## src/rtl/clint_pkg.sv

```systemverilog
// rtl/clint_pkg.sv - CLINT address map, response codes and decode helpers
package clint_pkg;

  localparam logic [15:0] MSIP_OFF     = 16'h0000;
  localparam logic [15:0] MTIMECMP_OFF = 16'h4000;
  localparam logic [15:0] MTIME_OFF    = 16'hBFF8;

  localparam logic [1:0] RESP_OKAY   = 2'b00;
  localparam logic [1:0] RESP_SLVERR = 2'b10;

  typedef enum logic [2:0] {
    DEC_MSIP,
    DEC_CMP_LO,
    DEC_CMP_HI,
    DEC_MTIME_LO,
    DEC_MTIME_HI,
    DEC_NONE
  } dec_e;

  typedef struct packed {
    dec_e       kind;
    logic [2:0] hart;
  } dec_t;

  // Window base is 64 KiB aligned, so only the upper half-word is compared.
  function automatic dec_t decode(input logic [31:0] addr, input logic [15:0] base_hi,
                                  input int nhart);
    dec_t        d;
    logic [15:0] off;
    logic [15:0] rel_msip;
    logic [15:0] rel_cmp;
    d.kind   = DEC_NONE;
    d.hart   = 3'd0;
    off      = addr[15:0];
    rel_msip = off - MSIP_OFF;
    rel_cmp  = off - MTIMECMP_OFF;
    if (addr[31:16] == base_hi && addr[1:0] == 2'b00) begin
      if (rel_msip < 16'(4 * nhart)) begin
        d.kind = DEC_MSIP;
        d.hart = rel_msip[4:2];
      end else if (rel_cmp < 16'(8 * nhart)) begin
        d.kind = rel_cmp[2] ? DEC_CMP_HI : DEC_CMP_LO;
        d.hart = rel_cmp[5:3];
      end else if (off == MTIME_OFF) begin
        d.kind = DEC_MTIME_LO;
      end else if (off == MTIME_OFF + 16'd4) begin
        d.kind = DEC_MTIME_HI;
      end
    end
    return d;
  endfunction

  function automatic logic [31:0] strb_merge(input logic [31:0] old, input logic [31:0] data,
                                             input logic [3:0] strb);
    logic [31:0] r;
    r = old;
    for (int i = 0; i < 4; i++) begin
      if (strb[i]) r[8*i +: 8] = data[8*i +: 8];
    end
    return r;
  endfunction

endpackage

```

## src/rtl/clint_tick_gen.sv

```systemverilog
// rtl/clint_tick_gen.sv - prescaler emitting a one-cycle tick every PRESCALE clocks
module clint_tick_gen #(
  parameter int PRESCALE = 1
) (
  input  logic clk,
  input  logic rst,
  output logic tick
);

  localparam logic [15:0] LAST = 16'(PRESCALE - 1);

  logic [15:0] cnt_q;
  logic [15:0] cnt_d;

  always_comb begin
    tick  = (cnt_q == LAST);
    cnt_d = tick ? 16'd0 : cnt_q + 16'd1;
  end

  always_ff @(posedge clk or posedge rst) begin
    if (rst) cnt_q <= 16'd0;
    else     cnt_q <= cnt_d;
  end

endmodule

```

## src/rtl/clint_mt.sv

```systemverilog
// rtl/clint_mt.sv - multi-hart CLINT: mtime, mtimecmp, msip behind an AXI4-Lite slave
module clint_mt
  import clint_pkg::*;
#(
  parameter logic [31:0] BASE_ADDR = 32'h0200_0000,
  parameter int          NHART     = 1,
  parameter int          PRESCALE  = 1
) (
  input  logic             clk,
  input  logic             rst,
  input  logic [31:0]      CLINT_araddr,
  input  logic             CLINT_arvalid,
  output logic             CLINT_arready,
  output logic [31:0]      CLINT_rdata,
  output logic [1:0]       CLINT_rresp,
  output logic             CLINT_rvalid,
  input  logic             CLINT_rready,
  input  logic [31:0]      CLINT_awaddr,
  input  logic             CLINT_awvalid,
  output logic             CLINT_awready,
  input  logic [31:0]      CLINT_wdata,
  input  logic [3:0]       CLINT_wstrb,
  input  logic             CLINT_wvalid,
  output logic             CLINT_wready,
  output logic [1:0]       CLINT_bresp,
  output logic             CLINT_bvalid,
  input  logic             CLINT_bready,
  output logic [NHART-1:0] mtip,
  output logic [NHART-1:0] msip
);

  logic                   ready_en_q, ready_en_d;
  logic                   rvalid_q, rvalid_d;
  logic [31:0]            rdata_q, rdata_d;
  logic [1:0]             rresp_q, rresp_d;
  logic                   aw_valid_q, aw_valid_d;
  logic [31:0]            aw_addr_q, aw_addr_d;
  logic                   w_valid_q, w_valid_d;
  logic [31:0]            w_data_q, w_data_d;
  logic [3:0]             w_strb_q, w_strb_d;
  logic                   bvalid_q, bvalid_d;
  logic [1:0]             bresp_q, bresp_d;
  logic [63:0]            mtime_q, mtime_d;
  logic [NHART-1:0][63:0] mtimecmp_q, mtimecmp_d;
  logic [NHART-1:0]       msip_q, msip_d;
  logic [NHART-1:0]       mtip_q, mtip_d;

  logic        tick;
  logic        ar_hs, aw_hs, w_hs, commit;
  logic [31:0] wr_addr, wr_data;
  logic [3:0]  wr_strb;
  dec_t        rd_dec, wr_dec;

  clint_tick_gen #(.PRESCALE(PRESCALE)) u_tick (
    .clk  (clk),
    .rst  (rst),
    .tick (tick)
  );

  // ready_en keeps every ready low while reset is held and for the first edge after it.
  assign CLINT_arready = ready_en_q && !rvalid_q;
  assign CLINT_awready = ready_en_q && !aw_valid_q && !bvalid_q;
  assign CLINT_wready  = ready_en_q && !w_valid_q && !bvalid_q;
  assign CLINT_rvalid  = rvalid_q;
  assign CLINT_rdata   = rdata_q;
  assign CLINT_rresp   = rresp_q;
  assign CLINT_bvalid  = bvalid_q;
  assign CLINT_bresp   = bresp_q;
  assign mtip          = mtip_q;
  assign msip          = msip_q;

  assign ar_hs   = CLINT_arvalid && CLINT_arready;
  assign aw_hs   = CLINT_awvalid && CLINT_awready;
  assign w_hs    = CLINT_wvalid && CLINT_wready;
  assign wr_addr = aw_valid_q ? aw_addr_q : CLINT_awaddr;
  assign wr_data = w_valid_q ? w_data_q : CLINT_wdata;
  assign wr_strb = w_valid_q ? w_strb_q : CLINT_wstrb;
  assign commit  = (aw_valid_q || aw_hs) && (w_valid_q || w_hs);
  assign rd_dec  = decode(CLINT_araddr, BASE_ADDR[31:16], NHART);
  assign wr_dec  = decode(wr_addr, BASE_ADDR[31:16], NHART);

  always_comb begin
    ready_en_d = 1'b1;
    rvalid_d   = rvalid_q;
    rdata_d    = rdata_q;
    rresp_d    = rresp_q;
    aw_valid_d = aw_valid_q;
    aw_addr_d  = aw_addr_q;
    w_valid_d  = w_valid_q;
    w_data_d   = w_data_q;
    w_strb_d   = w_strb_q;
    bvalid_d   = bvalid_q;
    bresp_d    = bresp_q;
    mtime_d    = tick ? mtime_q + 64'd1 : mtime_q;
    mtimecmp_d = mtimecmp_q;
    msip_d     = msip_q;

    for (int h = 0; h < NHART; h++) begin
      mtip_d[h] = (mtime_q >= mtimecmp_q[h]);
    end

    if (ar_hs) begin
      rvalid_d = 1'b1;
      rdata_d  = 32'd0;
      rresp_d  = RESP_OKAY;
      case (rd_dec.kind)
        DEC_MSIP: begin
          for (int h = 0; h < NHART; h++) begin
            if (rd_dec.hart == 3'(h)) rdata_d = {31'd0, msip_q[h]};
          end
        end
        DEC_CMP_LO: begin
          for (int h = 0; h < NHART; h++) begin
            if (rd_dec.hart == 3'(h)) rdata_d = mtimecmp_q[h][31:0];
          end
        end
        DEC_CMP_HI: begin
          for (int h = 0; h < NHART; h++) begin
            if (rd_dec.hart == 3'(h)) rdata_d = mtimecmp_q[h][63:32];
          end
        end
        DEC_MTIME_LO: rdata_d = mtime_q[31:0];
        DEC_MTIME_HI: rdata_d = mtime_q[63:32];
        default:      rresp_d = RESP_SLVERR;
      endcase
    end else if (rvalid_q && CLINT_rready) begin
      rvalid_d = 1'b0;
    end

    if (aw_hs) begin
      aw_valid_d = 1'b1;
      aw_addr_d  = CLINT_awaddr;
    end
    if (w_hs) begin
      w_valid_d = 1'b1;
      w_data_d  = CLINT_wdata;
      w_strb_d  = CLINT_wstrb;
    end

    // A bus write to one mtime half replaces that half and suppresses the tick.
    if (commit) begin
      aw_valid_d = 1'b0;
      w_valid_d  = 1'b0;
      bvalid_d   = 1'b1;
      bresp_d    = (wr_dec.kind == DEC_NONE) ? RESP_SLVERR : RESP_OKAY;
      case (wr_dec.kind)
        DEC_MSIP: begin
          for (int h = 0; h < NHART; h++) begin
            if (wr_dec.hart == 3'(h) && wr_strb[0]) msip_d[h] = wr_data[0];
          end
        end
        DEC_CMP_LO: begin
          for (int h = 0; h < NHART; h++) begin
            if (wr_dec.hart == 3'(h))
              mtimecmp_d[h][31:0] = strb_merge(mtimecmp_q[h][31:0], wr_data, wr_strb);
          end
        end
        DEC_CMP_HI: begin
          for (int h = 0; h < NHART; h++) begin
            if (wr_dec.hart == 3'(h))
              mtimecmp_d[h][63:32] = strb_merge(mtimecmp_q[h][63:32], wr_data, wr_strb);
          end
        end
        DEC_MTIME_LO: mtime_d = {mtime_q[63:32], strb_merge(mtime_q[31:0], wr_data, wr_strb)};
        DEC_MTIME_HI: mtime_d = {strb_merge(mtime_q[63:32], wr_data, wr_strb), mtime_q[31:0]};
        default: ;
      endcase
    end else if (bvalid_q && CLINT_bready) begin
      bvalid_d = 1'b0;
    end
  end

  always_ff @(posedge clk or posedge rst) begin
    if (rst) begin
      ready_en_q <= 1'b0;
      rvalid_q   <= 1'b0;
      rdata_q    <= 32'd0;
      rresp_q    <= RESP_OKAY;
      aw_valid_q <= 1'b0;
      aw_addr_q  <= 32'd0;
      w_valid_q  <= 1'b0;
      w_data_q   <= 32'd0;
      w_strb_q   <= 4'd0;
      bvalid_q   <= 1'b0;
      bresp_q    <= RESP_OKAY;
      mtime_q    <= 64'd0;
      mtimecmp_q <= '1;
      msip_q     <= '0;
      mtip_q     <= '0;
    end else begin
      ready_en_q <= ready_en_d;
      rvalid_q   <= rvalid_d;
      rdata_q    <= rdata_d;
      rresp_q    <= rresp_d;
      aw_valid_q <= aw_valid_d;
      aw_addr_q  <= aw_addr_d;
      w_valid_q  <= w_valid_d;
      w_data_q   <= w_data_d;
      w_strb_q   <= w_strb_d;
      bvalid_q   <= bvalid_d;
      bresp_q    <= bresp_d;
      mtime_q    <= mtime_d;
      mtimecmp_q <= mtimecmp_d;
      msip_q     <= msip_d;
      mtip_q     <= mtip_d;
    end
  end

endmodule
```

## config.mk

```make
export PLATFORM = sky130hd
export DESIGN_NAME = clint_mt
export DESIGN_NICKNAME = d
export VERILOG_FILES = /design/src/rtl/clint_pkg.sv /design/src/rtl/clint_tick_gen.sv /design/src/rtl/clint_mt.sv
export SDC_FILE = /design/constraint.sdc
export NUM_CORES = 1
export LEC_CHECK = 0
export ABC_CLOCK_PERIOD_IN_PS = 18100
export CAP_MARGIN = 20
export CORE_ASPECT_RATIO = 1.4
export CORE_UTILIZATION = 60
export CTS_CLUSTER_SIZE = 10
export DETAILED_ROUTE_END_ITERATION = 6
export GPL_TIMING_DRIVEN = 1
export PLACE_DENSITY = 0.8
export SLEW_MARGIN = 20
export SYNTH_ARGS = -nofsm -noshare
export SYNTH_HDL_FRONTEND = slang
export SYNTH_SLANG_ARGS = --single-unit
```

## constraint.sdc

```tcl
create_clock -name clk -period 18.1 [get_ports clk]
set_clock_uncertainty 0.1 [all_clocks]
set_input_delay 2.715 -clock clk [delete_from_list [all_inputs] [get_ports clk]]
set_output_delay 2.715 -clock clk [all_outputs]
set_load 0.02 [all_outputs]
```

== Yosys cells after proc, flatten, opt, wreduce, memory -nomap -nowiden ==
Cells that the tools add are included.

* $mul: 0
* Reductions and logical operators: 49
* Equality and inequality tests: 25
* Add/sub/neg operators: 4
* Div/mod/pow operators: 0
* Order comparisons: 5
* Bitwise logic cells: 0
* Mux-type cells: 39
* Shifts and indexed selects: 0

{| class="wikitable"
|+ Operators with widths
! cell !! count
|-
| $pmux W32 S5 || 1
|-
| $mux W32 || 4
|-
| $mux W64 || 2
|-
| $pmux W64 S2 || 1
|-
| $add A64 B1 Y64 const B || 1
|-
| $eq A16 B16 Y1 const B || 4
|-
| $ge A64 B64 Y1 || 1
|-
| $eq A16 B10 Y1 const B || 2
|-
| $lt A16 B3 Y1 const B || 2
|-
| $lt A16 B4 Y1 const B || 2
|-
| $mux W8 || 4
|-
| $reduce_and A4 Y1 || 8
|-
| $sub A16 B15 Y16 const B || 2
|-
| $mux W6 || 4
|-
| $ne A3 B3 Y1 const B || 8
|-
| $mux W3 || 6
|-
| $add A16 B1 Y16 const B || 1
|-
| $logic_not A16 Y1 || 1
|-
| $mux W16 || 1
|-
| $reduce_and A2 Y1 || 8
|-
| $logic_and A1 B1 Y1 || 14
|-
| $eq A3 B2 Y1 const B || 4
|-
| $logic_not A3 Y1 || 4
|-
| $mux W1 || 11
|-
| other kinds (11) || 26
|}

* Logic and storage cells: 152
* Memories kept: 0
* Output and inout bits: 43
* Latch bits: 0
* Bits of input ports: 107
* Register bits after elaboration: 255
* ROM bits: 0
* RAM bits: 0

== Logic depth before layout (Yosys ltp) ==
Gate-level depths: netlist (run 1).

* Depth after elaboration: 10
* Mapped depth: 10
* Gate-level depth less buffers: 8

== Hierarchy ==
A second synthesis (run 1) with hierarchy kept.

* Cells, all modules: 1425
* Area total of the unflattened synthesis: 14338.8 µm²

{| class="wikitable"
|+ Modules (own cells, without submodules)
! module !! cells an instance !! area each (µm²) !! sequential area each (µm²) !! times used
|-
| clint_mt || 1356 || 13558.0 || 6010.8 || 1
|-
| clint_tick_gen || 69 || 780.7 || 400.4 || 1
|}

== Least setup slack after synthesis (run 1) ==
OpenSTA, ideal clock, no wires.

* Path kind: input to register
* From: input CLINT_araddr[14]
* To: register rdata_q[18] (netlist: CLINT_rdata[18])
* Data required time: 17.913 ns
* Stages: 8
* Path slack: 13.418 ns
* Buffers on the path: 2
* Setup time: 0.087 ns
* Arrival: 4.495 ns
* Path through: nand4b_1 or4_1 a31o_1 clkbuf_1 buf_2 mux2i_1 or2_2 o211ai_1

* Longest elaborated chain between the ends: 8
* Elaborated cells on any way between the ends: 20
* Those cells by class: add/sub (1); order compare (2); eq/ne (6); mux (9); reduce/logical (2)

{| class="wikitable"
|+ RTL lines
! item !! RTL line !! text
|-
| from (decl) || clint_mt.sv:11 || <nowiki>input logic [31:0] CLINT_araddr,</nowiki>
|-
| $sub A16 B15 Y16 or $eq A16 B16 Y1 (tied branches) || clint_pkg.sv:36, clint_pkg.sv:46 ||
|-
| $lt A16 B4 Y1 or $mux W1 (tied branches) || clint_pkg.sv:41, clint_pkg.sv:46 ||
|-
| $mux W3, on equally long branches || clint_pkg.sv:41, clint_pkg.sv:44 ||
|-
| $mux W6 (*) || clint_pkg.sv:38 || <nowiki>if (rel_msip < 16'(4 * nhart)) begin</nowiki>
|-
| $mux W6 (*) || clint_pkg.sv:37 || <nowiki>if (addr[31:16] == base_hi && addr[1:0] == 2'b00) begin</nowiki>
|-
| $logic_not A3 Y1 or $mux W6 (tied branches) || clint_mt.sv:114, clint_mt.sv:119, clint_pkg.sv:37 ||
|-
| $mux W32, or another cell as far along || clint_mt.sv:119 || <nowiki>if (rd_dec.hart == 3'(h)) rdata_d = mtimecmp_q[h][63:32];</nowiki>
|-
| $pmux W32 S5 (*) || clint_mt.sv:106 || <nowiki>case (rd_dec.kind)</nowiki>
|-
| to (signal assigned) || clint_mt.sv:193 || <nowiki>rdata_q <= rdata_d;</nowiki>
|-
| to (decl) || clint_mt.sv:34 || <nowiki>logic [31:0] rdata_q, rdata_d;</nowiki>
|}

Mark *: on every way between the ends. The rest lies on a longest branch, timed or not.
A chain may end at the register's enable or synchronous reset.

== Worst setup path after layout (run 1) ==
* From: input CLINT_awaddr[16]
* To: register mtime_q[19]

* Longest elaborated chain between the ends: 7
* Elaborated cells on any way between the ends: 11
* Those cells by class: eq/ne (5); mux (4); reduce/logical (2)

{| class="wikitable"
|+ RTL lines
! item !! RTL line !! text
|-
| from (decl) || clint_mt.sv:18 || <nowiki>input logic [31:0] CLINT_awaddr,</nowiki>
|-
| $mux W32 (*) || clint_mt.sv:75 || <nowiki>assign wr_addr = aw_valid_q ? aw_addr_q : CLINT_awaddr;</nowiki>
|-
| $eq A16 B10 Y1 (*) || clint_pkg.sv:37 ||
|-
| $logic_and A1 B1 Y1 (*) || clint_pkg.sv:37 ||
|-
| $mux W6 (*) || clint_pkg.sv:37 ||
|-
| $eq A3 B3 Y1 or $eq A3 B2 Y1 (tied branches) || clint_mt.sv:146 || <nowiki>case (wr_dec.kind)</nowiki>
|-
| $pmux W64 S2, or another cell as far along || clint_mt.sv:146 ||
|-
| $mux W64 or $reduce_and A2 Y1 (tied branches) || -- ||
|-
| to (signal assigned) || clint_mt.sv:202 || <nowiki>mtime_q <= mtime_d;</nowiki>
|-
| to (decl) || clint_mt.sv:43 || <nowiki>logic [63:0] mtime_q, mtime_d;</nowiki>
|}

Marks and branches as above.

==> flow_summary.json, run 1 <==
{
  "status": "complete, but fails checks",
  "violations": "DRC",
  "die_w_um": 136,
  "port_buffers": 147,
  "hold_path.class": "reg -> reg",
  "cp.arrival_ps": 5810,
  "r2r-start": "aw_valid_q$_DFFE_PP0P_",
  "ant_nets": 0,
  "r2r-end": "mtime_q[19]$_DFFE_PP0P_",
  "crit_start": "CLINT_awaddr[16]",
  "final-instance-count-excl-fill": 1919,
  "worst_setup_path_start_kind": "primary input",
  "slew_viol_final": 0,
  "syn2layout_area_growth_pct": 16.9,
  "synth-main-ff-cell": "dfrtp_1",
  "grt_max_degree": 101,
  "antenna_found_initial": 0,
  "timing_hold_violations_final": 0,
  "reg2reg_setup_slack_ps": 14470,
  "htreeDepth": 1,
  "grt_pass1_wl_um": 68500,
  "routed_wl_um": 43300,
  "syn-cell-area_sq_um": 15000,
  "slowest_stage": "nor2_2",
  "fin_util_pct": 71.3,
  "dp_hpwl_um": 31000,
  "start_util_pct": 61.0,
  "die_h_um": 189,
  "top_level_ports": 150,
  "cpPeakStageDelay_ps": 600,
  "path_class": "in -> reg",
  "route.vias.total": 12700,
  "fin_nets": 1756,
  "post_cts_buffers": 0,
  "p_leak_nw": 7.95,
  "maxSlewHeadroom_pct": 32.9,
  "worst_setup_path_end_kind": "register",
  "grt-ovfl-total": 0,
  "hold_end": "CLINT_rdata[18]$_DFFE_PP0P_",
  "clockBufferDepth": 3,
  "cts_made_buffers": 29,
  "rows": 68,
  "place.gp.congestion": 0.939,
  "place_area_sq_um": 16800,
  "wl_per_cell_um": 22.5,
  "hold_depth": 2,
  "die-area_sq_um": 25700,
  "post-route-min-period_ps": 5480,
  "ys_seq_area_share_pct": 42.6,
  "drtIter0Drc": 1191,
  "diodes": 0,
  "clkSinkCount": 253,
  "rsz0062_at_grt": "no",
  "synthesis.instances": 1449,
  "mostFrequentLayoutCell": "dfrtp_1",
  "ys_warn_count": 0,
  "crit_required_ps": 18430,
  "drive_gt1_share_pct": 17.0,
  "ys_ff_latch": 253,
  "vias_per_cell": 6.60,
  "most-common-layout-cells": "188 x dfrtp_1, 147 x clkdlybuf4s50_1, 101 x inv_1",
  "grt_use_total_pct": 34.5,
  "power_density_nw_per_um2": 89.3,
  "reg2reg_depth": 8,
  "fmax_ghz": 0.183,
  "timing.setup.tns_ps": 0,
  "avgSynthCellArea_sq_um": 10.4,
  "cts_resized": 0,
  "root_buffer": "clkbuf_16",
  "hold_start": "CLINT_rdata[18]$_DFFE_PP0P_",
  "ir_worst_vdd_v": 0.000128,
  "firstDrtPassIters": 7,
  "clock_latency_ps": 570,
  "cts_tree": "yes",
  "path_clk_slew_ps": 60,
  "setup_viol": 0,
  "synth_edf_count": 0,
  "cp_cell_sequence": "clkdlybuf4s50_1 -> nor4_1 -> nand4_1 -> a221o_1 -> buf_4 -> nor2_2 -> buf_4 -> o21ai_1 -> a222oi_1",
  "fin_area_sq_um": 17600,
  "synth_cell_type_count": 87,
  "fin_crit_sh_pct": 30.2,
  "coreArea_sq_um": 24700,
  "async_flop_share_pct": 100,
  "dp_cells": 1866,
  "grt_pass1_vias": 12900,
  "cts_hold_buf": 0,
  "max_cap_viol_count": 0,
  "cpMostUsedCell": "buf_4",
  "p_total_mw": 1.57,
  "worst_slew_pin_slew_ps": 981,
  "crit_fanout": 33,
  "drc": 4
}
-- logic make-up after synthesis --
| family | after synthesis | share of synthesized area (%) |
|---|---|---|
| AND/OR/NAND/NOR | 439 | 16.7 |
| adder cells (fa/ha/maj) | 67 | 5.57 |
| multiplexers | 211 | 15.0 |
| AO/OA/AOI/OAI | 295 | 14.5 |
| buffers and inverters | 164 | 4.47 |
| other | 2 | 0.0499 |
| flip-flops | 253 | 42.6 |
| XOR/XNOR | 18 | 1.05 |
-- layer usage --
metal	routed length [um]	GRT usage, %	vias up
li1	-	-	5694
met1	16300	41.1	6233
met2	21900	59.8	597
met3	3160	5.22	137
met4	1960	17.4	0
met5	0	0	-
-- final cells by class --
class / count / area (sq um)
multi-input cells: 1033 / 7990
clock buffers: 52 / 812
well taps: 315 / 394
flip-flops and latches: 253 / 6410
fillers: 1849 / 7080
clock inverters: 1 / 7.51
inverters: 102 / 390
repair buffers: 163 / 1590
-- worst max-delay path: cells and delay by family --
kind | cells | cell delay, ps
buffers and inverters | 3 | 1040
AND/OR/NAND/NOR | 3 | 1190
AO/OA/AOI/OAI | 3 | 830
-- Yosys cell counts, drive strengths merged (6+ instances only) --
master | count | share of area, %
a221oi | 22 | 1.4
o21a | 7 | 0.35
ha | 67 | 5.6
a311oi | 10 | 0.58
clkbuf | 36 | 0.90
nand2 | 97 | 2.7
and4 | 9 | 0.52
and2 | 12 | 0.50
o22ai | 7 | 0.29
nor3 | 37 | 1.6
dfrtp | 189 | 31
nor4 | 33 | 1.5
xnor2 | 10 | 0.58
a211oi | 28 | 1.5
inv | 102 | 2.5
nand4 | 41 | 1.8
or4 | 6 | 0.32
and3 | 23 | 0.96
nand3 | 49 | 1.8
or2 | 25 | 1.0
buf | 26 | 1.0
nand2b | 14 | 0.58
xor2 | 8 | 0.47
dfstp | 64 | 11
a21o | 12 | 0.60
mux2i | 100 | 6.7
a21oi | 45 | 1.5
a22oi | 33 | 1.6
mux2 | 111 | 8.3
nor2 | 61 | 1.5
a2111oi | 6 | 0.64
o211ai | 37 | 1.8
o21ai | 43 | 1.4
o32ai | 8 | 0.47
or3 | 6 | 0.25
-- per-stage QoR --
| step | setup slack [ps] | hold slack, ps |
|---|---|---|
| 2_1_floorplan | 8430 | 364 |
| 3_5_place_dp | 12090 | 390 |
| 4_1_cts | 12650 | 399 |
| 3_3_place_gp | 12210 | 372 |
| 5_1_grt | 12450 | 415 |
| 6_report | 12630 | 396 |
-- how the worst max path moves through the flow --
| stage | endpoint | slack, ps | depth (start not counted) |
|---|---|---|---|
| 6_report | mtime_q[19]$_DFFE_PP0P_ | 12630 | 9 |
| 5_1_grt | mtime_q[23]$_DFFE_PP0P_ | 12450 | 9 |
| 4_1_cts | mtime_q[19]$_DFFE_PP0P_ | 12650 | 9 |
| 3_5_place_dp | mtime_q[23]$_DFFE_PP0P_ | 12090 | 9 |
| 3_3_place_gp | mtime_q[25]$_DFFE_PP0P_ | 12210 | 9 |
| 2_1_floorplan | CLINT_bresp[1]$_DFFE_PP0P_ | 8430 | 1 |
-- flip-flops by register name, indices dropped and copies added, names as in the netlist --
name,count
CLINT_bresp,1
CLINT_bvalid,1
CLINT_rdata,32
CLINT_rresp,1
CLINT_rvalid,1
aw_addr_q,32
aw_valid_q,1
msip,1
mtime_q,64
mtimecmp_q,64
mtip,1
ready_en_q,1
u_tick.cnt_q,16
w_data_q,32
w_strb_q,4
w_valid_q,1
-- power by group --
part	switching (mW)	total, mW	internal [mW]
combinational	0.181	0.339	0.158
sequential	0.0550	0.704	0.649
clock	0.229	0.528	0.299
total	0.465	1.57	1.11
Power figures use the tool's default switching activity.
==> run 2: changes to the inputs <==
--- a/config.mk
+++ b/config.mk
@@ -5,14 +5,14 @@
 export SDC_FILE = /design/constraint.sdc
 export NUM_CORES = 1
 export LEC_CHECK = 0
-export ABC_CLOCK_PERIOD_IN_PS = 18100
+export ABC_CLOCK_PERIOD_IN_PS = 4550
 export CAP_MARGIN = 20
 export CORE_ASPECT_RATIO = 1.4
-export CORE_UTILIZATION = 60
+export CORE_UTILIZATION = 53
 export CTS_CLUSTER_SIZE = 10
 export DETAILED_ROUTE_END_ITERATION = 6
 export GPL_TIMING_DRIVEN = 1
-export PLACE_DENSITY = 0.8
+export PLACE_DENSITY = 0.75
 export SLEW_MARGIN = 20
 export SYNTH_ARGS = -nofsm -noshare
 export SYNTH_HDL_FRONTEND = slang
==> constraint.sdc (replaced) <==
create_clock -name clk -period 4.55 [get_ports clk]
set_clock_uncertainty 0.1 [all_clocks]
set_input_delay 0.6825 -clock clk [delete_from_list [all_inputs] [get_ports clk]]
set_output_delay 0.6825 -clock clk [all_outputs]
set_load 0.02 [all_outputs]
==> flow_summary.json, run 2 (same netlist as run 1, synthesis figures left out) <==
{
  "cp.arrival_ps": 3900,
  "timing_hold_violations_final": 0,
  "reg_top3": "mtime_q: 64 flops, mtimecmp_q: 64 flops",
  "coreArea_sq_um": 27700,
  "worst_setup_path_end_kind": "register",
  "cts_resized": 0,
  "drtIter0Drc": 990,
  "clkSinkCount": 253,
  "mostFrequentLayoutCell": "dfrtp_1",
  "ant_nets": 0,
  "status": "completed",
  "fin_crit_sh_pct": 78.0,
  "post-route-min-period_ps": 3550,
  "ir_worst_vdd_v": 0.000352,
  "fin_nets": 1763,
  "start_util_pct": 54.2,
  "fin_ws_ps": 999,
  "post_cts_buffers": 0,
  "rsz0062_at_grt": "no",
  "syn2layout_area_growth_pct": 18.0,
  "slew_viol_final": 0,
  "grt_use_total_pct": 31.3,
  "hold_path.class": "reg -> reg",
  "grt-ovfl-total": 0,
  "dp_cells": 1928,
  "dp_slack_ps": 760,
  "rows": 72,
  "p_total_mw": 6.30,
  "fmax_ghz": 0.282,
  "path_class": "reg -> reg",
  "die_h_um": 201,
  "clock_latency_ps": 550,
  "timing.setup.tns_ps": 0,
  "final-instance-count-excl-fill": 1981,
  "p_leak_nw": 8.00,
  "routed_wl_um": 44200,
  "die-area_sq_um": 29100,
  "htreeDepth": 1,
  "most-common-layout-cells": "188 x dfrtp_1, 147 x clkdlybuf4s50_1, 101 x inv_1",
  "firstDrtPassIters": 5,
  "antenna_found_initial": 0,
  "cts_made_buffers": 29,
  "max_cap_viol_count": 0,
  "setup_viol": 0,
  "crit_start": "aw_valid_q$_DFFE_PP0P_",
  "cts_tree": "yes",
  "drive_gt1_share_pct": 17.3,
  "diodes": 0,
  "grt_pass1_vias": 13300,
  "worst_setup_path_start_kind": "register",
  "worst_slew_pin_slew_ps": 1010,
  "crit_fanout": 19,
  "top_level_ports": 150,
  "cts_hold_buf": 0,
  "grt_max_degree": 90,
  "clockBufferDepth": 3,
  "r2r-start": "aw_valid_q$_DFFE_PP0P_",
  "dp_hpwl_um": 32100,
  "path_clk_slew_ps": 60,
  "root_buffer": "clkbuf_16",
  "port_buffers": 147,
  "place.gp.congestion": 0.959,
  "route.vias.total": 12700,
  "drc": 0,
  "fillers": 2293,
  "crit_required_ps": 4900,
  "hold_start": "mtimecmp_q[25]$_DFFE_PP1P_",
  "maxSlewHeadroom_pct": 30.8,
  "wl_per_cell_um": 22.3,
  "die_w_um": 144,
  "vias_per_cell": 6.40,
  "power_density_nw_per_um2": 355,
  "grt_pass1_wl_um": 70700
}
## run 2: layout make-up
cell class	instances	area [sq um]	share of cell area [%]
Timing Repair Buffer	170	1670	9.40
Inverter	102	387	2.18
Sequential cell	253	6410	36.1
Clock inverter	1	30.0	0.169
Multi-Input combinational cell	1033	7980	45.0
Tap cell	370	463	2.61
Clock buffer	52	812	4.57
## run 2: per-stage QoR
| step | hold slack [ps] | instance area [sq um] | util (%) |
|---|---|---|---|
| after CTS | 401 | 17800 | 64.0 |
| final | 398 | 17800 | 64.0 |
| after floorplan | 364 | 15100 | - |
| after detailed placement | 385 | 16900 | 61.0 |
| after global routing | 419 | 17800 | 64.0 |
| after global placement | 373 | 16900 | 61.0 |
## run 2: final timing paths
path	endpoint	slack [ps]	cells past startpoint
min in group asynchronous	w_data_q[20]$_DFFE_PP0P_	500	2
worst min register to register	mtimecmp_q[25]$_DFFE_PP1P_	400	2
worst min-delay path	mtimecmp_q[25]$_DFFE_PP1P_	400	2
worst max register to register	mtime_q[44]$_DFFE_PP0P_	1000	7
worst max-delay path	mtime_q[44]$_DFFE_PP0P_	1000	7
max in group asynchronous	aw_addr_q[14]$_DFFE_PP0P_	2850	3
## run 2: power by group
group | switching [mW] | internal (mW)
registers | 0.207 | 2.58
clock network | 0.923 | 1.25
logic | 0.711 | 0.633
total | 1.84 | 4.46
## run 2: layer usage
metal / GRT usage, % / up-vias / share of wire (%)
met5: 0 / - / 0
met4: 16.7 / 0 / 5.3
met3: 5.02 / 147 / 7.1
met2: 53.6 / 530 / 50
met1: 37.2 / 6301 / 38
li1: - / 5709 / -
## run 2: worst max-delay path, stage by stage (launching register included)
cell      delay, ps
dfrtp_1         740
nor4b_2         360
nand4_1         250
a221o_1         660
buf_4           310
nor3_1          620
a211oi_1        130
a311oi_1        260
